[config.mk]
export PLATFORM = sky130hd
export DESIGN_NAME = inst_prefetch
export DESIGN_NICKNAME = d
export VERILOG_FILES = /design/src/rtl/inst_prefetch.sv
export SDC_FILE = /design/constraint.sdc
export NUM_CORES = 1
export LEC_CHECK = 0
export ABC_AREA = 1
export BUFFER_PORTS_ARGS = -buffer_cell sky130_fd_sc_hd__buf_2
export CAP_MARGIN = 25
export CELL_PAD_IN_SITES_DETAIL_PLACEMENT = 0
export CELL_PAD_IN_SITES_GLOBAL_PLACEMENT = 1
export CORE_MARGIN = 1.5
export CORE_UTILIZATION = 41
export CTS_CLUSTER_DIAMETER = 80
export DETAILED_ROUTE_END_ITERATION = 16
export PLACE_DENSITY_LB_ADDON = 0.1
export RECOVER_POWER = 25
export SETUP_SLACK_MARGIN = 0.02
export SKIP_LAST_GASP = 1
export SYNTH_ARGS = -nofsm -noshare
export SYNTH_HDL_FRONTEND = slang
export SYNTH_SLANG_ARGS = --single-unit
export TNS_END_PERCENT = 30
[constraint.sdc]
create_clock -name clk -period 3.5 [get_ports clk]
set_input_delay 0.7 -clock clk [delete_from_list [all_inputs] [get_ports clk]]
set_output_delay 0.7 -clock clk [all_outputs]
set_load 0.02 [all_outputs]
[src/rtl/inst_prefetch.sv]
// Instruction-fetch front end: request stream, DEPTH-entry instruction FIFO, valid/ready to decode.
// Optional static branch prediction on push when PREFETCH_BPRED_EN is defined.
module inst_prefetch #(
    parameter int unsigned     XLEN     = 32,
    parameter int unsigned     DEPTH    = 4,
    parameter logic [XLEN-1:0] RESET_PC = 32'h0000_0000
) (
    input  logic            clk,
    input  logic            rst,
    output logic [XLEN-1:0] inst_addr_o,
    output logic            inst_ce_o,
    input  logic [XLEN-1:0] inst_i,
    output logic            valid_o,
    output logic [XLEN-1:0] inst_o,
    output logic [XLEN-1:0] pc_o,
    output logic            pred_taken_o,
    input  logic            ready_i,
    input  logic            redirect_i,
    input  logic [XLEN-1:0] redirect_pc_i
);

    localparam int unsigned     AW  = $clog2(DEPTH);
    localparam int unsigned     CW  = AW + 1;
    localparam logic [XLEN-1:0] NOP = 32'h0000_0013;

    logic [XLEN-1:0] r_fetch_pc;
    logic [XLEN-1:0] r_infl_pc;
    logic            r_infl_v;
    logic [AW-1:0]   r_rd_ptr;
    logic [AW-1:0]   r_wr_ptr;
    logic [CW-1:0]   r_count;
    logic [XLEN-1:0] r_inst_mem [DEPTH];
    logic [XLEN-1:0] r_pc_mem   [DEPTH];

    logic            w_valid;
    logic            w_pop;
    logic            w_push;
    logic            w_req;
    logic [CW-1:0]   w_occ;

    assign w_valid = (r_count != '0);
    assign w_pop   = w_valid & ready_i;
    assign w_push  = r_infl_v;
    assign w_occ   = r_count + CW'(r_infl_v);
    // Credit check counts the in-flight response so a push can never overflow.
    assign w_req   = rst & ~redirect_i & ((w_occ < CW'(DEPTH)) | w_pop);

`ifdef PREFETCH_BPRED_EN
    logic [DEPTH-1:0] r_pred_mem;
    logic [6:0]       w_opc;
    logic             w_bp_hit;
    logic             w_bp_take;
    logic [XLEN-1:0]  w_bp_imm;
    logic [XLEN-1:0]  w_bp_target;

    assign w_opc = inst_i[6:0];

    always_comb begin
        w_bp_hit = 1'b0;
        w_bp_imm = '0;
        if (w_opc == 7'b1100011 && inst_i[31]) begin
            w_bp_hit = 1'b1;
            w_bp_imm = {{(XLEN-12){inst_i[31]}}, inst_i[7], inst_i[30:25], inst_i[11:8], 1'b0};
        end else if (w_opc == 7'b1101111) begin
            w_bp_hit = 1'b1;
            w_bp_imm = {{(XLEN-20){inst_i[31]}}, inst_i[19:12], inst_i[20], inst_i[30:21], 1'b0};
        end
    end

    assign w_bp_take   = w_push & w_bp_hit;
    assign w_bp_target = r_infl_pc + w_bp_imm;
`endif

    always_ff @(posedge clk or negedge rst) begin
        if (!rst) begin
            r_fetch_pc <= RESET_PC;
            r_infl_pc  <= '0;
            r_infl_v   <= 1'b0;
            r_rd_ptr   <= '0;
            r_wr_ptr   <= '0;
            r_count    <= '0;
        end else if (redirect_i) begin
            r_fetch_pc <= redirect_pc_i;
            r_infl_v   <= 1'b0;
            r_rd_ptr   <= '0;
            r_wr_ptr   <= '0;
            r_count    <= '0;
        end else begin
            if (w_req) begin
                r_infl_v   <= 1'b1;
                r_infl_pc  <= r_fetch_pc;
                r_fetch_pc <= r_fetch_pc + XLEN'(4);
            end else begin
                r_infl_v   <= 1'b0;
            end
`ifdef PREFETCH_BPRED_EN
            // A predicted-taken push squashes the sequential request issued alongside it.
            if (w_bp_take) begin
                r_infl_v   <= 1'b0;
                r_fetch_pc <= w_bp_target;
            end
`endif
            if (w_push) r_wr_ptr <= r_wr_ptr + AW'(1);
            if (w_pop)  r_rd_ptr <= r_rd_ptr + AW'(1);
            case ({w_push, w_pop})
                2'b10:   r_count <= r_count + CW'(1);
                2'b01:   r_count <= r_count - CW'(1);
                default: r_count <= r_count;
            endcase
        end
    end

    always_ff @(posedge clk) begin
        if (w_push && !redirect_i) begin
            r_inst_mem[r_wr_ptr] <= inst_i;
            r_pc_mem[r_wr_ptr]   <= r_infl_pc;
`ifdef PREFETCH_BPRED_EN
            r_pred_mem[r_wr_ptr] <= w_bp_hit;
`endif
        end
    end

    assign inst_addr_o = r_fetch_pc;
    assign inst_ce_o   = w_req;
    assign valid_o     = w_valid;
    assign inst_o      = w_valid ? r_inst_mem[r_rd_ptr] : NOP;
    assign pc_o        = w_valid ? r_pc_mem[r_rd_ptr] : '0;
`ifdef PREFETCH_BPRED_EN
    assign pred_taken_o = w_valid & r_pred_mem[r_rd_ptr];
`else
    assign pred_taken_o = 1'b0;
`endif

endmodule

## After elaboration in Yosys (flattened, before gate mapping)

Memory sizes are Yosys's and may differ from the RTL's.
Index checks and enable logic that the tools add are counted.

- Register bits after elaboration: 72
- Bits in latches: 0
- Bits in writable memories: 256
- Memory bits (read-only): 0
- Output and inout port bits: 99
- Word-level logic and storage cells: 44
- Memories kept: 2

Memory list:

| name | depth | width | read ports | clocked after memory_dff | wr ports | RTL line | RTL |
|---|---|---|---|---|---|---|---|
| r_inst_mem | 4 | 32 | 1 | 0 | 1 | 32 | `logic [XLEN-1:0] r_inst_mem [DEPTH];` |
| r_pc_mem | 4 | 32 | 1 | 0 | 1 | 33 | `logic [XLEN-1:0] r_pc_mem [DEPTH];` |

- Add/sub/neg operators: 6
- Multiply operators: 0
- Div/mod/pow operators: 0
- $lt $le $gt $ge: 1
- Equal/unequal tests: 2
- Shift operators: 0
- Mux-type cells: 14
- Bitwise logic cells: 5
- Reduce and logical (&&, ||, !) cells: 8

Operators by type and width:

| cell | number |
|---|---|
| 2-to-1 mux 32 bit | 4 |
| adder 32 x 3 -> 32 bit (second input constant) | 1 |
| 2-to-1 mux 2 bit | 4 |
| one-hot mux 3 bit (2 select lines) | 1 |
| nonzero test 2 bit | 3 |
| nonzero test 3 bit | 2 |
| adder 2 x 1 -> 2 bit (second input constant) | 2 |
| 2-to-1 mux 1 bit | 4 |
| adder 3 x 1 -> 3 bit | 1 |
| adder 3 x 1 -> 3 bit (second input constant) | 1 |
| AND 1 bit | 3 |
| < comparator 3 bit (second input constant) | 1 |
| 2-to-1 mux 3 bit | 1 |
| subtractor 3 x 1 -> 3 bit (second input constant) | 1 |
| == test 2 x 1 -> 1 bit (second input constant) | 1 |
| == test 2 bit (second input constant) | 1 |
| AND reduction 2 bit | 1 |
| logical AND 1 bit | 1 |
| logical NOT 1 bit | 1 |
| NOT 1 bit | 1 |
| bitwise OR 1 bit | 1 |

## Depth between registers and ports, before layout

- Depth after elaboration: 6
- Depth in mapped cells: 11
- Gate-level depth less buffers: 10

## Worst setup path before layout

No wires, ideal clock.

- Path type: input to register
- From: input redirect_i
- To: memory r_inst_mem[0][0] (enable)
- Setup time: 487 ps
- Arrival: 3898 ps
- Required time: 3013 ps
- Path slack: -885 ps
- Stages: 4
- Buffers on the path: 1
- Cells stage by stage: inv_1 clkbuf_1 nand2_1 nor2_1

- Word-level cells in the longest chain between the ends: 4

RTL lines:

| item | RTL line | RTL |
|---|---|---|
| start, declared | 18 | `input logic redirect_i,` |
| logical NOT 1 bit | 114 | `if (w_push && !redirect_i) begin` |
| logical AND 1 bit | 114 |  |
| 2-to-1 mux 1 bit | 114 |  |
| 2-to-1 mux 1 bit (implied by the code) | 115 | `r_inst_mem[r_wr_ptr] <= inst_i;` |
| end, declared | 32 |  |

No other way between the ends.

## Worst setup path after layout

- From: register r_rd_ptr[0]
- To: output inst_o[0]

- Word-level cells in the longest chain between the ends: 2

RTL lines:

| item | RTL line | RTL |
|---|---|---|
| start, declared | 29 | `logic [AW-1:0] r_rd_ptr;` |
| start signal, assigned | 104 | `if (w_pop) r_rd_ptr <= r_rd_ptr + AW'(1);` |
| memory read (4 x 32 bit) | n/a |  |
| 2-to-1 mux 32 bit | 126 | `assign inst_o = w_valid ? r_inst_mem[r_rd_ptr] : NOP;` |
| end, declared | 14 | `output logic [XLEN-1:0] inst_o,` |

No other way between the ends.

==> flow_summary.json <==
{
  "status": "finished with violations",
  "violations": "capacitance limit, slew limit",
  "worstSetupEndpointType": "output pin",
  "grt_pass1_wl_um": 52300,
  "routedWlPerCell_um": 17.07,
  "crit_arrival_ns": 2.31,
  "io_buffers": 165,
  "finalMaxSlewViolations": 33,
  "yosys_warnings": 0,
  "powerDensity_nw_per_um2": 728.5,
  "p_leak_uw": 0.006346,
  "cts_tree": "built",
  "max_slew.worst_pin.slew_ns": 1.719,
  "worst_path_max_delay_cell": "dfrtp_4",
  "hold_ws_ns": 0.3907,
  "synth_edf_count": 256,
  "path_class": "reg -> out",
  "ctsResizeCount": 0,
  "die_w_um": 186.9,
  "yosys_most_used_dff": "edfxtp_1",
  "globalRouteOverflowTotal": 0,
  "synthTopCellsByArea": "edfxtp_1 (55%), dfrtp_1 (13%), nor2_1 (8.2%)",
  "multi_input_area_um2": 3836,
  "cap_violations": 1,
  "clkLatencyLatePin_ns": 0.52,
  "die_height_um": 186.9,
  "cp-start-kind": "flop",
  "regArea_um2": 9494,
  "crit_family": "buffers and inverters",
  "synth_cell_types": 32,
  "drc_errors": 0,
  "crit_chain": "clkinv_2 -> buf_4 -> nor2_1 -> o311ai_0 -> buf_2",
  "setup_viol": 0,
  "root_buffer": "clkbuf_16",
  "cts_sinks": 328,
  "final_common_cell": "nor2_1",
  "clk_path_buf_depth": 3,
  "rsz0062_at_grt": "false",
  "grt_pass1_vias": 9384,
  "synth_top_area_share": 0.5542,
  "fin_skew_ns": 0.01888,
  "grt.total_usage": 0.1909,
  "final_cell_mix": "nor2_1 (299), edfxtp_1 (256), nand2_1 (190)",
  "drive_gt1_frac": 0.1565,
  "rows": 67,
  "dieArea_um2": 34950,
  "wl_um": 33170,
  "antenna_left": 0,
  "synthArstFlopShare": 0.2195,
  "period_minus_slack_ns": 3.010,
  "fmax_mhz": 332.3,
  "cts_buffers": 37,
  "slew_headroom": -0.1462,
  "post-route-period-util": 0.8599,
  "avgSynthCellArea_um2": 10.60,
  "slowest_delay_ns": 0.57,
  "worst-path-buf-inv": 3,
  "netlist_area_um2": 13870,
  "yosys_register_bits": 328,
  "worstHoldPathType": "in -> reg",
  "grt_start_max_net_pins": 62,
  "gp_congestion": 0.8578,
  "synthCells": 1309,
  "dp_hpwl_um": 20850,
  "routed_via_density": 4.921,
  "fillers": 3095,
  "cts_hold_buffers": 0,
  "synth.largest_area_cell": "edfxtp_1",
  "ir_drop_uv": 467.0,
  "first_iter_violations": 543,
  "seq_area_frac_synth": 0.6840,
  "core_um2": 33450,
  "vias": 9562,
  "hold_viol_final": 0,
  "cp_max_fo": 24,
  "start_util": 0.4147,
  "postCtsSetupBuffers": 0,
  "clk_pin_slew_worst_paths_ns": 0.06,
  "total_power_uw": 11870,
  "antenna_found_initial": 0,
  "ff2ff_setup_slack_ns": 1.48,
  "required_ns": 2.80,
  "h-tree-depth": 2,
  "synth.net_count": 1383,
  "num_antenna_cells": 0,
  "area_growth_pct": 17.47,
  "fin_nets": 1544,
  "drtPass1Iterations": 4,
  "io_pins": 167
}
[layout make-up]
cell class,instances,share of cell area
timing repair buffer,191,0.06450
tap,448,0.03440
clock inverter,12,0.005144
inverter,65,0.01505
sequential,328,0.5826
multi-input combinational,847,0.2354
clock buffer,52,0.06288
[worst min-delay path: cells and delay by family]
family | cells | cell delay [ns]
and+or+nand+nor | 2 | 0.09
buffers and inverters | 1 | 0.07
[power breakdown]
part / total, uW / leakage, uW / switching, uW / internal [uW]
clock: 3560 / 0.000544 / 1450 / 2110
combinational: 3190 / 0.00259 / 2230 / 957
sequential: 5120 / 0.00321 / 412 / 4710
total: 11900 / 0.00635 / 4100 / 7780
[cell usage after synthesis (2+ instances only)]
| cell | number |
|---|---|
| inv_2 | 3 |
| and2_1 | 2 |
| clkbuf_1 | 29 |
| nand3_2 | 10 |
| a21oi_1 | 63 |
| xnor2_1 | 2 |
| buf_2 | 24 |
| o21ai_0 | 145 |
| buf_4 | 3 |
| nand2_1 | 190 |
| nor2_2 | 3 |
| o21ai_1 | 28 |
| o311ai_0 | 3 |
| ha_1 | 5 |
| inv_1 | 62 |
| nand2_2 | 3 |
| xor2_1 | 5 |
| buf_1 | 8 |
| nand3_1 | 76 |
| edfxtp_1 | 256 |
| dfrtp_1 | 72 |
| buf_6 | 5 |
| nor2_1 | 303 |
[cell families (layout without fill, tap and decap cells)]
kind of cell / after synthesis / count (layout) / share of synthesized area
flops: 328 / 328 / 0.6840
buf+inv: 134 / 320 / 0.04194
fa+ha+maj: 6 / 6 / 0.005953
compound gates: 241 / 241 / 0.08839
simple gates: 592 / 592 / 0.1750
xor+xnor: 7 / 7 / 0.004420
other cells: 1 / 1 / 0.0002703
[per-stage QoR]
stage	setup WS, ns	setup TNS (ns)	std cells	util	instance area [um2]
CTS	0.4299	0	1943	0.4886	16340
finish	0.4905	0	1943	0.4872	16300
floorplan	-0.8850	-226.57	1309	-	13870
global route	0.2577	0	1943	0.4872	16300
global placement	1.027	0	1879	0.4555	15230
detailed placement	1.011	0	1879	0.4555	15230
[registers in the layout, summed over array words and instances (netlist names)]
name / count
inst_addr_o: 32
r_count: 3
r_infl_pc: 32
r_infl_v: 1
r_inst_mem: 128
r_pc_mem: 128
r_rd_ptr: 2
r_wr_ptr: 2
[metal layers]
layer  vias up  wire, um  global-route usage  share of wire
met5         -         0                   0              0
met3        41      1684             0.03114          0.051
li1       4781         -                   -              -
met1      4498     15370              0.2636           0.46
met4         0       612             0.05025          0.018
met2       242     15500              0.3143           0.47
[path summary, 6_finish.rpt]
path,from,endpoint,cells after the start
max reg2reg,r_infl_v$_DFF_PN0_,r_pc_mem[1][6]$_DFFE_PP_,3
max in group asynchronous,rst,r_rd_ptr[0]$_DFFE_PN0P_,3
min reg2reg,r_infl_pc[17]$_DFFE_PN0P_,r_pc_mem[0][17]$_DFFE_PP_,0
max,r_rd_ptr[0]$_DFFE_PN0P_,inst_o[0],5
min,redirect_pc_i[2],inst_addr_o[2]$_DFFE_PN0P_,3
min in group asynchronous,rst,r_infl_v$_DFF_PN0_,2
Note: power is estimated with default switching activity, not from simulation.
